$ cat config.mk
export PLATFORM = sky130hd
export DESIGN_NAME = demux_deser_16
export DESIGN_NICKNAME = d
export VERILOG_FILES = /design/src/rtl/demux_deser_16.sv
export SDC_FILE = /design/constraint.sdc
export NUM_CORES = 1
export LEC_CHECK = 0
export BUFFER_PORTS_ARGS = -buffer_cell sky130_fd_sc_hd__clkbuf_2
export CELL_PAD_IN_SITES_DETAIL_PLACEMENT = 1
export CELL_PAD_IN_SITES_GLOBAL_PLACEMENT = 2
export CORE_MARGIN = 2
export CORE_UTILIZATION = 35
export DETAILED_ROUTE_END_ITERATION = 10
export PLACE_DENSITY_LB_ADDON = 0.1
export SLEW_MARGIN = 20
export SYNTH_ARGS = -nofsm -noshare
export SYNTH_HDL_FRONTEND = slang
export SYNTH_SLANG_ARGS = --single-unit
$ cat constraint.sdc
create_clock -name clk -period 3.4 [get_ports clk]
set_clock_uncertainty 0.2 [all_clocks]
set_input_delay 0.51 -clock clk [delete_from_list [all_inputs] [get_ports clk]]
set_output_delay 0.51 -clock clk [all_outputs]
set_load 0.02 [all_outputs]
$ cat src/rtl/demux_deser_16.sv
// Serial-to-parallel receiver for the 16:1 mux link: rebuilds N-bit frames from a
// one-bit-per-cycle stream and presents them on a valid/ready port with overrun tracking.
module demux_deser_16 #(
  parameter int N         = 16,
  parameter int SEL_W     = 4,
  parameter int LSB_FIRST = 1
) (
  input  logic             clk,
  input  logic             rst_n,
  input  logic             din,
  input  logic             din_valid,
  input  logic             sync,
  input  logic             word_ready,
  input  logic             clear_ovr,
  output logic [SEL_W-1:0] sel_out,
  output logic [N-1:0]     word_out,
  output logic             word_valid,
  output logic             overrun
);

  localparam logic [SEL_W-1:0] SEL_ZERO = {SEL_W{1'b0}};
  localparam logic [SEL_W-1:0] SEL_ONE  = {{(SEL_W-1){1'b0}}, 1'b1};
  localparam logic [SEL_W-1:0] SEL_LAST = SEL_W'(N-1);

  // Channel index to the assembly bit it occupies for the configured bit order.
  function automatic logic [SEL_W-1:0] bit_pos(input logic [SEL_W-1:0] sel);
    if (LSB_FIRST != 0) begin
      return sel;
    end else begin
      return SEL_LAST - sel;
    end
  endfunction

  logic [SEL_W-1:0] sel_r, sel_nxt_s;
  logic [N-1:0]     asm_r, asm_nxt_s;
  logic [N-1:0]     word_r, word_nxt_s;
  logic             valid_r, valid_nxt_s;
  logic             ovr_r, ovr_nxt_s;
  logic [N-1:0]     with_bit_s, sync_word_s, frame_s;
  logic             done_s, load_s, drop_s, xfer_s;

  // Assembly path: counter advance, frame restart and frame completion detection.
  always_comb begin
    with_bit_s                          = asm_r;
    with_bit_s[bit_pos(sel_r)]          = din;
    sync_word_s                         = {N{1'b0}};
    sync_word_s[bit_pos(SEL_ZERO)]      = din;
    asm_nxt_s                           = asm_r;
    sel_nxt_s                           = sel_r;
    frame_s                             = with_bit_s;
    done_s                              = 1'b0;
    if (sync) begin
      if (din_valid) begin
        asm_nxt_s = sync_word_s;
        sel_nxt_s = SEL_ONE;
      end else begin
        asm_nxt_s = {N{1'b0}};
        sel_nxt_s = SEL_ZERO;
      end
    end else if (din_valid) begin
      if (sel_r == SEL_LAST) begin
        done_s    = 1'b1;
        asm_nxt_s = {N{1'b0}};
        sel_nxt_s = SEL_ZERO;
      end else begin
        asm_nxt_s = with_bit_s;
        sel_nxt_s = sel_r + SEL_ONE;
      end
    end else begin
      asm_nxt_s = asm_r;
      sel_nxt_s = sel_r;
    end
  end

  // Output handshake: a finished frame loads if the holding register is free or draining.
  always_comb begin
    xfer_s = valid_r & word_ready;
    load_s = done_s & (~valid_r | word_ready);
    drop_s = done_s & valid_r & ~word_ready;
    if (load_s) begin
      word_nxt_s  = frame_s;
      valid_nxt_s = 1'b1;
    end else if (xfer_s) begin
      word_nxt_s  = word_r;
      valid_nxt_s = 1'b0;
    end else begin
      word_nxt_s  = word_r;
      valid_nxt_s = valid_r;
    end
    if (drop_s) begin
      ovr_nxt_s = 1'b1;
    end else if (clear_ovr) begin
      ovr_nxt_s = 1'b0;
    end else begin
      ovr_nxt_s = ovr_r;
    end
  end

  // State registers.
  always_ff @(posedge clk or negedge rst_n) begin
    if (!rst_n) begin
      sel_r   <= SEL_ZERO;
      asm_r   <= {N{1'b0}};
      word_r  <= {N{1'b0}};
      valid_r <= 1'b0;
      ovr_r   <= 1'b0;
    end else begin
      sel_r   <= sel_nxt_s;
      asm_r   <= asm_nxt_s;
      word_r  <= word_nxt_s;
      valid_r <= valid_nxt_s;
      ovr_r   <= ovr_nxt_s;
    end
  end

  assign sel_out    = sel_r;
  assign word_out   = word_r;
  assign word_valid = valid_r;
  assign overrun    = ovr_r;

endmodule

# Word level (Yosys, flattened, before mapping)
# Cells that the tools add are included.
[totals] elab_cells=38 register_bits=38 output_inout_bits=22 in_bits=7
[op_classes] n_eq_ne=1 muxes=18 n_lt_le_gt_ge=2 bitwise=7 addsub=1 reduce_logical=4
[ops] cell="16-bit 2-to-1 mux" count=3
[ops] cell="16-bit bitwise mux" count=1
[ops] cell="4-bit 2-to-1 mux" count=3
[ops] cell="1-bit 2-to-1 mux" count=10
[ops] cell="2-bit nonzero test" count=3
[ops] cell="4-bit by 5-bit less-than comparator with 1-bit output, second input constant" count=1
[ops] cell="4-bit by 1-bit adder with 4-bit output, second input constant" count=1
[ops] cell="1-bit bitwise AND" count=4
[ops] cell="1-bit demux with 4-bit select" count=1
[ops] cell="4-bit == test, second input constant" count=1
[ops] cell="4-bit by 1-bit >= comparator with 1-bit output, second input constant" count=1
[ops] cell="1-bit NOT" count=2
[ops] cell="1-bit logical AND" count=1
[ops] cell="1-bit bitwise OR" count=1

# Longest topological paths before layout
# Gate-level depths: netlist of the first run.
[logic_depth] ltp_word=8 ltp_mapped=7 mapped_depth_nobuf=5

# Worst setup path after synthesis of the first run
# OpenSTA, ideal clock, no wires.
[synth_timing] path_type="reg-to-reg" from="register sel_r[0] (netlist: sel_out[0])" to="register word_r[15] (netlist: word_out[15])" required_ns=3.075 arrival_time_ns=1.636 setup_ns=0.125 n_path_buf=2 path_slack_ns=1.439 synth_period_minus_slack_ns=1.961 path_stages_with_launch=7 path_cell_list="dfrtp_1 ha_1 and3_4 buf_6 and3_4 buf_6 mux2_4"
[synth_via] elab_chain_cells=5 elab_cells_between_ends=11 cone_classes="2 x order compare; 1 x eq/ne; 6 x mux; 1 x bitwise; 1 x reduce/logical"
[synth_rtl] element="start, declared" line="34" source="logic [SEL_W-1:0] sel_r, sel_nxt_s;"
[synth_rtl] element="start signal, assigned" line="108" source="sel_r <= sel_nxt_s;"
[synth_rtl] element="4-bit by 5-bit less-than comparator with 1-bit output (not written as such), or another cell as far along" line="45" source="with_bit_s[bit_pos(sel_r)] = din;"
[synth_rtl] element="1-bit logical AND (not written as such) / 1-bit 2-to-1 mux (equally long branches)" line="45, 61"
[synth_rtl] element="1-bit 2-to-1 mux, on equally long branches" line="45, 60"
[synth_rtl] element="1-bit demux with 4-bit select / 1-bit 2-to-1 mux (equally long branches)" line="45, 52"
[synth_rtl] element="16-bit bitwise mux / 1-bit bitwise AND (equally long branches)" line="45, 78"
[synth_rtl] element="end signal, assigned" line="104" source="word_r <= {N{1'b0}};"
[synth_rtl] element="end signal, assigned" line="110" source="word_r <= word_nxt_s;"
[synth_rtl] element="end, declared" line="36" source="logic [N-1:0] word_r, word_nxt_s;"
# Parallel ways exist; a longest one is shown, timed or not.
# A chain may end at the register's enable or synchronous reset.

# Worst setup path in the final report of the first run
[layout_timing] from="register sel_r[2] (netlist: sel_out[2])" to="register word_r[15] (netlist: word_out[15])"
# Same word-level chain as after synthesis.

==> reports/results.txt, run 1 <==
DRC viols - 0
DRT Pass-1 Iters - 4
final core utilization - 0.410
Max Used Layer - met4
RSZ-0062 raised after global routing - no
Layout area overhead - 13.0%
Post-Synthesis Net Count - 184
critical path arrival - 2.13 ns
Sink Count - 37
post-synth top area share - 0.500
fmax - 463 MHz
CTS root buf - clkbuf_8
Initial Util - 0.362
DP Wirelength - 3.16 mm
Worst Setup Path Type - reg -> reg
routed wl met2 - 2.11 mm
clock slew at reported path FFs - 0.08 ns
total net switching power - 217 uW
final non-filler cell total - 264
H-tree depth - 2
Final GP Congestion - 0.751
global-route wire length before repair - 7.75 mm
Post-synth ARST share - 1.00
hold_ws - 0.152 ns
met3 wire length - 131 um
initial drt markers - 64
number of flops mapped to enable cells by yosys - 0
antenna violations before repair - 0
Gate power share - 0.077
Routed WL per cell - 17.2 um
die area - 5890 sq um
vias in the first global route - 1,480
FF-to-FF End - word_out[15]$_DFFE_PN0P_
P_int - 707 uW
wl on met1 - 2.20 mm
Routed WL - 4.54 mm
leak pwr - 1.01 nW
most frequent cell after synthesis - dfrtp_1
Synth area leader - dfrtp_1
# rows - 26
Setup Buffers After CTS - 0
clock share of power - 0.432
ANT nets after route - 0
PD cells - 442 nW/um^2
Reg power frac - 0.491
setup TNS - 0 ns
Cells after DPL - 256
Filler cells - 597
CTS tree - yes
RR Startpoint - sel_out[2]$_DFFE_PN0P_
HP Class - in -> async
share of layout cells above drive strength 1 - 0.263
cts bufs inserted - 5
gr usage total - 0.168
Switching Share - 0.234
I/O pin count - 29
Primary FF master, synth - dfrtp_1
cts repair resizes - 0
Crit Path Max Fanout - 19
# Max-Cap Violations - 0
Final Hold Fails - 0
crit share post-route - 0.635
Post-Synthesis Cells - 173
top cells by count, synth - 37 x dfrtp_1, 18 x nand2_1, 16 x mux2i_1, 16 x o21ai_0, 15 x a31oi_1
Skew-Pair Late Insertion Delay - 0.29 ns
FF-to-FF path depth - 3
Final Instance Area - 2090 sq um
synthesized flop and latch total - 37
Setup WS post-layout - 1.24 ns
I/O Buffers - 28
fin nets - 204
synth warn - 0
Syn Std Cell Area - 1850 sq um
Worst EP required - 3.38 ns
Critical Path Source Type - flip-flop
largest net degree at the start of global routing - 38
Syn Area/Cell - 10.7 sq um
die height - 76.7 um
Post-CTS Hold Buffers - 0
Tmin final - 2.16 ns
VDD IR max - 0.178 mV
Final Max Slew Viols - 0
Setup Viol. Count Final - 0
Place WS - 1.19 ns
via/cell ratio - 5.15
via count - 1,359
Netlist cell types - 27
worst-case clock buffer depth - 2
status - finished clean
register area share after synthesis - 0.500
largest cells by area after synthesis - dfrtp_1 50%, mux2i_1 8.7%, a31oi_1 5.1%
ant diodes - 0
Area after DPL - 1980 sq um
slew margin rel. - 0.364
r2r setup slk - 1.24 ns
area of the core - 5110 sq um
actual slew at the worst max-slew pin - 0.954 ns
Total Power - 924 uW
Die Wd - 76.7 um
Crit. End Element - flip-flop
Overflow after GRT - 0
-- power groups by stage --
stage,sequential (mW),clock (mW),combinational [mW]
global route,0.455,0.430,0.0796
floorplan,0.463,0,0.0428
CTS,0.453,0.409,0.0726
finish,0.453,0.400,0.0710
detailed placement,0.462,0,0.0720
global placement,0.462,0,0.0706
-- final cells by class --
type | instances | area, sq um | share of cell area
clock buffers | 7 | 86.3 | 0.0413
clock inverters | 1 | 30.0 | 0.0144
inverters | 3 | 11.3 | 0.00538
multi-input cells | 116 | 796 | 0.380
flip-flops and latches | 37 | 926 | 0.443
well taps | 70 | 87.6 | 0.0419
repair buffers | 30 | 155 | 0.0742
-- registers in the layout, indices dropped and copies added, names as in the netlist --
signal,count
overrun,1
sel_out,4
word_out,16
asm_r,15
word_valid,1
-- cells in the final DEF, fill, tap and decap left out --
cell type and n:
nand3b_1 8, a21oi_2 10, mux2_4 1, nand2b_1 1
ha_1 4, and3_4 2, bufinv_16 1, nand2_1 18
nor2_1 3, nand2b_2 1, nor2b_1 1, clkbuf_8 6
nor3b_1 4, and3_1 1, a31oi_1 15, a21oi_1 6
o21ai_0 16, clkbuf_1 1, dfrtp_1 37, o21bai_1 1
inv_1 3, xor2_1 2, a22o_1 1, o22ai_1 1
buf_4 2, clkbuf_2 28, mux2i_1 16, nand3_1 4
-- worst max-delay path by stage --
stage,from,slack (ns),cells past startpoint,to
floorplan,sel_out[0]$_DFFE_PN0P_,1.44,6,word_out[15]$_DFFE_PN0P_
global placement,word_ready,1.22,4,word_out[15]$_DFFE_PN0P_
detailed placement,word_ready,1.19,4,word_out[15]$_DFFE_PN0P_
CTS,sel_out[2]$_DFFE_PN0P_,1.24,3,word_out[15]$_DFFE_PN0P_
global route,sel_out[2]$_DFFE_PN0P_,1.11,3,word_out[15]$_DFFE_PN0P_
finish,sel_out[2]$_DFFE_PN0P_,1.24,3,word_out[15]$_DFFE_PN0P_
-- per-layer routing --
metal,vias up,track usage
li1,651,-
met1,672,0.222
met2,25,0.268
met3,11,0.0329
met4,0,0.0691
met5,-,0
-- logic make-up (layout without fill, tap and decap cells) --
family,count (synthesis),count (layout),share of synthesized area
XOR/XNOR,2,2,0.00947
buffers and inverters,20,41,0.0696
AND/OR/NAND/NOR,43,43,0.129
AO/OA/AOI/OAI,50,50,0.170
adder cells (fa/ha/maj),4,4,0.0270
flip-flops,37,37,0.500
multiplexers,17,17,0.0947
-- critical path, cell delays in order (launching register included) --
cell and delay (ns):
dfrtp_1 0.70, and3_4 0.42, and3_4 0.39, mux2_4 0.33
Power figures use the tool's default switching activity.
==> run 2, diff against run 1 <==
--- a/config.mk
+++ b/config.mk
@@ -5,11 +5,12 @@
 export SDC_FILE = /design/constraint.sdc
 export NUM_CORES = 1
 export LEC_CHECK = 0
+export ABC_AREA = 1
 export BUFFER_PORTS_ARGS = -buffer_cell sky130_fd_sc_hd__clkbuf_2
 export CELL_PAD_IN_SITES_DETAIL_PLACEMENT = 1
 export CELL_PAD_IN_SITES_GLOBAL_PLACEMENT = 2
 export CORE_MARGIN = 2
-export CORE_UTILIZATION = 35
+export CORE_UTILIZATION = 32
 export DETAILED_ROUTE_END_ITERATION = 10
 export PLACE_DENSITY_LB_ADDON = 0.1
 export SLEW_MARGIN = 20
==> constraint.sdc (replaced) <==
create_clock -name clk -period 2.08 [get_ports clk]
set_clock_uncertainty 0.2 [all_clocks]
set_input_delay 0.312 -clock clk [delete_from_list [all_inputs] [get_ports clk]]
set_output_delay 0.312 -clock clk [all_outputs]
set_load 0.02 [all_outputs]
==> run 2 against run 1 <==
  * Count of clock-buffer cells in the layout did not move
  * Sequential cell count rose by 1
  * Die area rose by 7.8%
  * Critical path type unchanged
  * Critical endpoint is now word_out[9]$_DFFE_PN0P_
  * Largest cell class unchanged
  * Highest routed layer unchanged
==> reports/results.txt, run 2 <==
via/cell ratio - 4.55
clock slew at reported path FFs - 0.08 ns
VDD IR max - 0.448 mV
hold path start - din_valid
critical path arrival - 1.72 ns
share of layout cells above drive strength 1 - 0.176
leak pwr - 1.20 nW
CTS tree - yes
area of the core - 5510 sq um
Critical Path Source Type - flip-flop
Final Max Slew Viols - 0
top cells by count, synth - 122 x nand2_1, 38 x dfrtp_1, 18 x o21ai_0, 13 x inv_1, 11 x nand3_1
Die Wd - 79.7 um
ant diodes - 0
Worst Setup Path Type - reg -> reg
Crit. End Element - flip-flop
number of flops mapped to enable cells by yosys - 0
Setup Viol. Count Final - 0
crit share post-route - 0.837
Routed WL per cell - 14.0 um
post-synth top area share - 0.519
gr usage total - 0.172
CTS root buf - clkbuf_8
leading cell type in the layout, fill and taps excluded - nand2_1
die area - 6350 sq um
Synth area leader - dfrtp_1
Setup Buffers After CTS - 0
initial drt markers - 44
Syn Area/Cell - 7.93 sq um
largest net degree at the start of global routing - 39
Tmin final - 1.74 ns
Post-synth ARST share - 1.00
status - finished clean
Final GP Congestion - 0.747
setup TNS - 0 ns
max incr delay on CP - 0.42 ns
# rows - 27
# Max-Cap Violations - 0
cts repair resizes - 0
most frequent cell after synthesis - nand2_1
Netlist cell types - 19
Routed WL - 4.73 mm
I/O Buffers - 28
Sink Count - 38
Worst EP required - 2.06 ns
critical path launch point - sel_out[1]$_DFFE_PN0P_
Cells after DPL - 329
RR Startpoint - sel_out[1]$_DFFE_PN0P_
Final Hold Fails - 0
DP Wirelength - 3.34 mm
actual slew at the worst max-slew pin - 0.496 ns
Layout area overhead - 17.9%
antenna violations before repair - 0
critical path cell sequence - ha_1 > nand2_4 > clkinv_2 > nand3_4 > buf_4 > nand2_1 > nand2_1
register area share after synthesis - 0.519
Post-Synthesis Cells - 231
Skew-Pair Late Insertion Delay - 0.29 ns
global-route wire length before repair - 8.29 mm
H-tree depth - 2
slew margin rel. - 0.670
cts bufs inserted - 5
fmax - 574 MHz
fin nets - 277
RSZ-0062 raised after global routing - no
WP buf/inv - 2
Worst path most repeated cell - nand2_1
synthesized flop and latch total - 38
CP max stage cell - dfrtp_1
highest-count cells in the layout ignoring fill and taps - 122 x nand2_1, 38 x dfrtp_1, 28 x clkbuf_2
DRC viols - 0
Total Power - 1.41 mW
Primary FF master, synth - dfrtp_1
Crit Path Max Fanout - 12
largest cells by area after synthesis - dfrtp_1 52%, nand2_1 25%, o21ai_0 4.9%
Overflow after GRT - 0
die height - 79.7 um
vias in the first global route - 1,668
PD cells - 654 nW/um^2
ANT nets after route - 0
Syn Std Cell Area - 1830 sq um
Initial Util - 0.333
I/O pin count - 29
Post-Synthesis Net Count - 242
DRT Pass-1 Iters - 4
synth warn - 0
CP top delay family - flip-flops
worst-case clock buffer depth - 2
final non-filler cell total - 339
via count - 1,543
HP Class - in -> reg
## run 2: path summary, 6_finish.rpt
kind                                            to  slack (ns)  cells past startpoint
setup reg to reg           word_out[9]$_DFFE_PN0P_        0.34                      7
hold reg to reg            word_out[3]$_DFFE_PN0P_        0.28                      2
max in group asynchronous  word_out[4]$_DFFE_PN0P_        0.92                      3
min in group asynchronous  word_out[9]$_DFFE_PN0P_        0.42                      3
setup / recovery           word_out[9]$_DFFE_PN0P_        0.34                      7
hold / removal               asm_r[15]$_DFFE_PN0P_        0.05                      2
## run 2: timing repair
item	4_1_cts	5_1_grt
hold buffers	2	0
setup endpoints to repair	0	0
hold endpoints to repair	39	0
## run 2: layer usage
layer | share of wire | routed length (um) | GRT usage | up-vias
met3 | 0.030 | 142 | 0.0396 | 4
met4 | 0.0080 | 38 | 0.0414 | 0
li1 | - | - | - | 788
met1 | 0.50 | 2380 | 0.231 | 727
met5 | 0 | 0 | 0 | -
met2 | 0.46 | 2170 | 0.282 | 24
## run 2: cell families (layout without fill, tap and decap cells)
| logic type | Yosys count | after routing | share of synthesized area |
|---|---|---|---|
| simple gates | 140 | 140 | 0.314 |
| xor+xnor | 1 | 1 | 0.00478 |
| compound gates | 25 | 25 | 0.0704 |
| fa+ha+maj | 4 | 4 | 0.0273 |
| flops | 38 | 38 | 0.519 |
| buf+inv | 23 | 59 | 0.0642 |
## run 2: final cells by class
class / instances / area, sq um
tap: 72 / 90.1
sequential: 38 / 951
timing repair buffer: 35 / 198
multi-input combinational: 170 / 763
inverter: 16 / 66.3
clock buffer: 7 / 86.3
clock inverter: 1 / 5.00
fill: 703 / 3350
## run 2: power by group
part	switching (mW)	internal [mW]	leakage, nW
clock network	0.267	0.268	0.0482
logic	0.0860	0.0350	0.625
registers	0.00907	0.747	0.526
total	0.362	1.05	1.20
## run 2: worst reg2reg max path, cell delays in order (launching register included)
cell	delay, ns
dfrtp_1	0.42
ha_1	0.33
nand2_4	0.11
clkinv_2	0.09
nand3_4	0.16
buf_4	0.22
nand2_1	0.06
nand2_1	0.06
## run 2: metrics by stage
stage                util  hold slack (ns)  setup slack (ns)  cell area [sq um]
floorplan               -           -0.184             0.427               1830
finish              0.392           0.0453             0.338               2160
global placement    0.372            0.209             0.383               2050
global route        0.392           0.0418             0.179               2160
detailed placement  0.372            0.209             0.312               2050
CTS                 0.392           0.0365             0.300               2160
==> run 3, diff against run 2 <==
--- a/config.mk
+++ b/config.mk
@@ -10,7 +10,7 @@
 export CELL_PAD_IN_SITES_DETAIL_PLACEMENT = 1
 export CELL_PAD_IN_SITES_GLOBAL_PLACEMENT = 2
 export CORE_MARGIN = 2
-export CORE_UTILIZATION = 32
+export CORE_UTILIZATION = 29
 export DETAILED_ROUTE_END_ITERATION = 10
 export PLACE_DENSITY_LB_ADDON = 0.1
 export SLEW_MARGIN = 20
==> constraint.sdc (replaced) <==
create_clock -name clk -period 1.6 [get_ports clk]
set_clock_uncertainty 0.2 [all_clocks]
set_input_delay 0.24 -clock clk [delete_from_list [all_inputs] [get_ports clk]]
set_output_delay 0.24 -clock clk [all_outputs]
set_load 0.02 [all_outputs]
==> run 3 against run 2 <==
  * Global-route usage down 1.8 points
  * Non-clock buffer count increased by 10
  * Largest power group unchanged
  * Setup slack got worse by 0.28 ns
  * Sequential share of layout area fell by 2.7 points
  * Count of clock-buffer cells in the layout is the same
  * Sequential cell count did not move
  * Design area is 7.0% higher
  * Routed wire length increased by 5.4%
  * Highest routed layer unchanged
  * Register-to-register slack worse by 0.26 ns
  * First-iteration DRC count is 80% higher
==> reports/results.txt, run 3 (synthesis results as in run 2) <==
Area after DPL - 2140 sq um
# Max-Cap Violations - 0
global-route wire length before repair - 8.54 mm
Total Power - 1.82 mW
DP Wirelength - 3.54 mm
initial drt markers - 79
leading cell type in the layout, fill and taps excluded - nand2_1
Final Hold Fails - 0
via count - 1,573
Crit. End Element - output port
slew margin rel. - 0.733
Final GP Congestion - 0.773
fin nets - 287
Setup Viol. Count Final - 0
die height - 83.5 um
Crit Path Max Fanout - 4
CTS root buf - clkbuf_8
Routed WL per cell - 14.2 um
fmax - 647 MHz
crit share post-route - 0.966
RSZ-0062 raised after global routing - yes
Tmin final - 1.55 ns
ant diodes - 0
CTS tree - yes
Final Max Slew Viols - 0
PD cells - 788 nW/um^2
actual slew at the worst max-slew pin - 0.401 ns
VDD IR max - 0.352 mV
Final Instance Area - 2310 sq um
HP Class - in -> reg
Setup WS post-layout - 0.0545 ns
via/cell ratio - 4.48
Die Wd - 83.5 um
Skew-Pair Late Insertion Delay - 0.29 ns
Layout area overhead - 26.2%
Initial Util - 0.304
Worst EP required - 1.16 ns
H-tree depth - 2
Worst Setup Path Type - reg -> out
gr usage total - 0.154
# rows - 28
worst-case clock buffer depth - 2
I/O pin count - 29
DRC viols - 0
status - finished clean
Sink Count - 38
largest net degree at the start of global routing - 26
share of layout cells above drive strength 1 - 0.232
DRT Pass-1 Iters - 4
Place WS - -0.0953 ns
cts bufs inserted - 5
Critical Path Source Type - flip-flop
I/O Buffers - 28
ANT nets after route - 0
Overflow after GRT - 0
leak pwr - 1.25 nW
die area - 6970 sq um
antenna violations before repair - 0
area of the core - 6030 sq um
vias in the first global route - 1,657
clock slew at reported path FFs - 0.07 ns
critical path arrival - 1.11 ns
Routed WL - 4.99 mm
highest-count cells in the layout ignoring fill and taps - 122 x nand2_1, 35 x dfrtp_1, 27 x clkbuf_2
-- run 3: cell types whose count changed in the layout (fill, tap and decap cells not counted), sizes merged --
cell	before	now
clkbuf	35	34
dlygate4sd3	2	3
clkinv	2	0
inv	15	16
buf	5	15
-- run 3: cell type report --
cell class              instances  area (sq um)
repair buffers                 45           329
flip-flops and latches         38           955
fillers                       760          3710
clock buffers                   7          76.3
well taps                      75          93.8
multi-input cells             170           787
inverters                      16          70.1
-- run 3: worst paths after layout --
kind                                               from  cells after the start  slack (ns)                        to
worst max-delay path             sel_out[3]$_DFFE_PN0P_                      3        0.05                sel_out[3]
worst min-delay path                          din_valid                      3        0.05    sel_out[2]$_DFFE_PN0P_
min in group asynchronous                         rst_n                      2        0.20  word_out[11]$_DFFE_PN0P_
worst max register to register   sel_out[0]$_DFFE_PN0P_                      7        0.08   word_out[9]$_DFFE_PN0P_
max in group asynchronous                         rst_n                      3        0.53   word_out[1]$_DFFE_PN0P_
worst min register to register  word_out[4]$_DFFE_PN0P_                      2        0.28   word_out[4]$_DFFE_PN0P_
-- run 3: where the power goes --
| part | internal, mW | total, mW | switching [mW] |
|---|---|---|---|
| clock network | 0.301 | 0.643 | 0.342 |
| logic | 0.0703 | 0.193 | 0.122 |
| registers | 0.973 | 0.985 | 0.0127 |
| total | 1.34 | 1.82 | 0.477 |
-- run 3: through the flow --
| stage | setup TNS [ns] | util | instances | hold slack, ns |
|---|---|---|---|---|
| after global placement | -0.260 | 0.355 | 340 | -0.0129 |
| after CTS | 0 | 0.378 | 351 | 0.0401 |
| after global routing | -0.0480 | 0.384 | 351 | 0.0671 |
| after detailed placement | -0.372 | 0.355 | 340 | -0.0110 |
| final | 0 | 0.384 | 351 | 0.0456 |
| after floorplan | 0 | - | 231 | -0.256 |
-- run 3: what timing repair did --
action / CTS / global route
setup buffers: 1 / 0
resized for setup: 9 / 21
setup endpoints to repair: 12 / 28
endpoints found under the hold margin: 15 / 0
hold buffers: 3 / 0
-- run 3: layer usage --
layer / vias up / wire length (um) / GRT usage
li1: 807 / - / -
met1: 742 / 2420 / 0.202
met2: 19 / 2390 / 0.255
met3: 5 / 108 / 0.0297
met4: 0 / 70 / 0.0528
met5: - / 0 / 0
-- run 3: critical path: stages (launching register included) --
cell,delay [ns]
dfrtp_1,0.43
buf_6,0.15
buf_6,0.12
buf_8,0.12
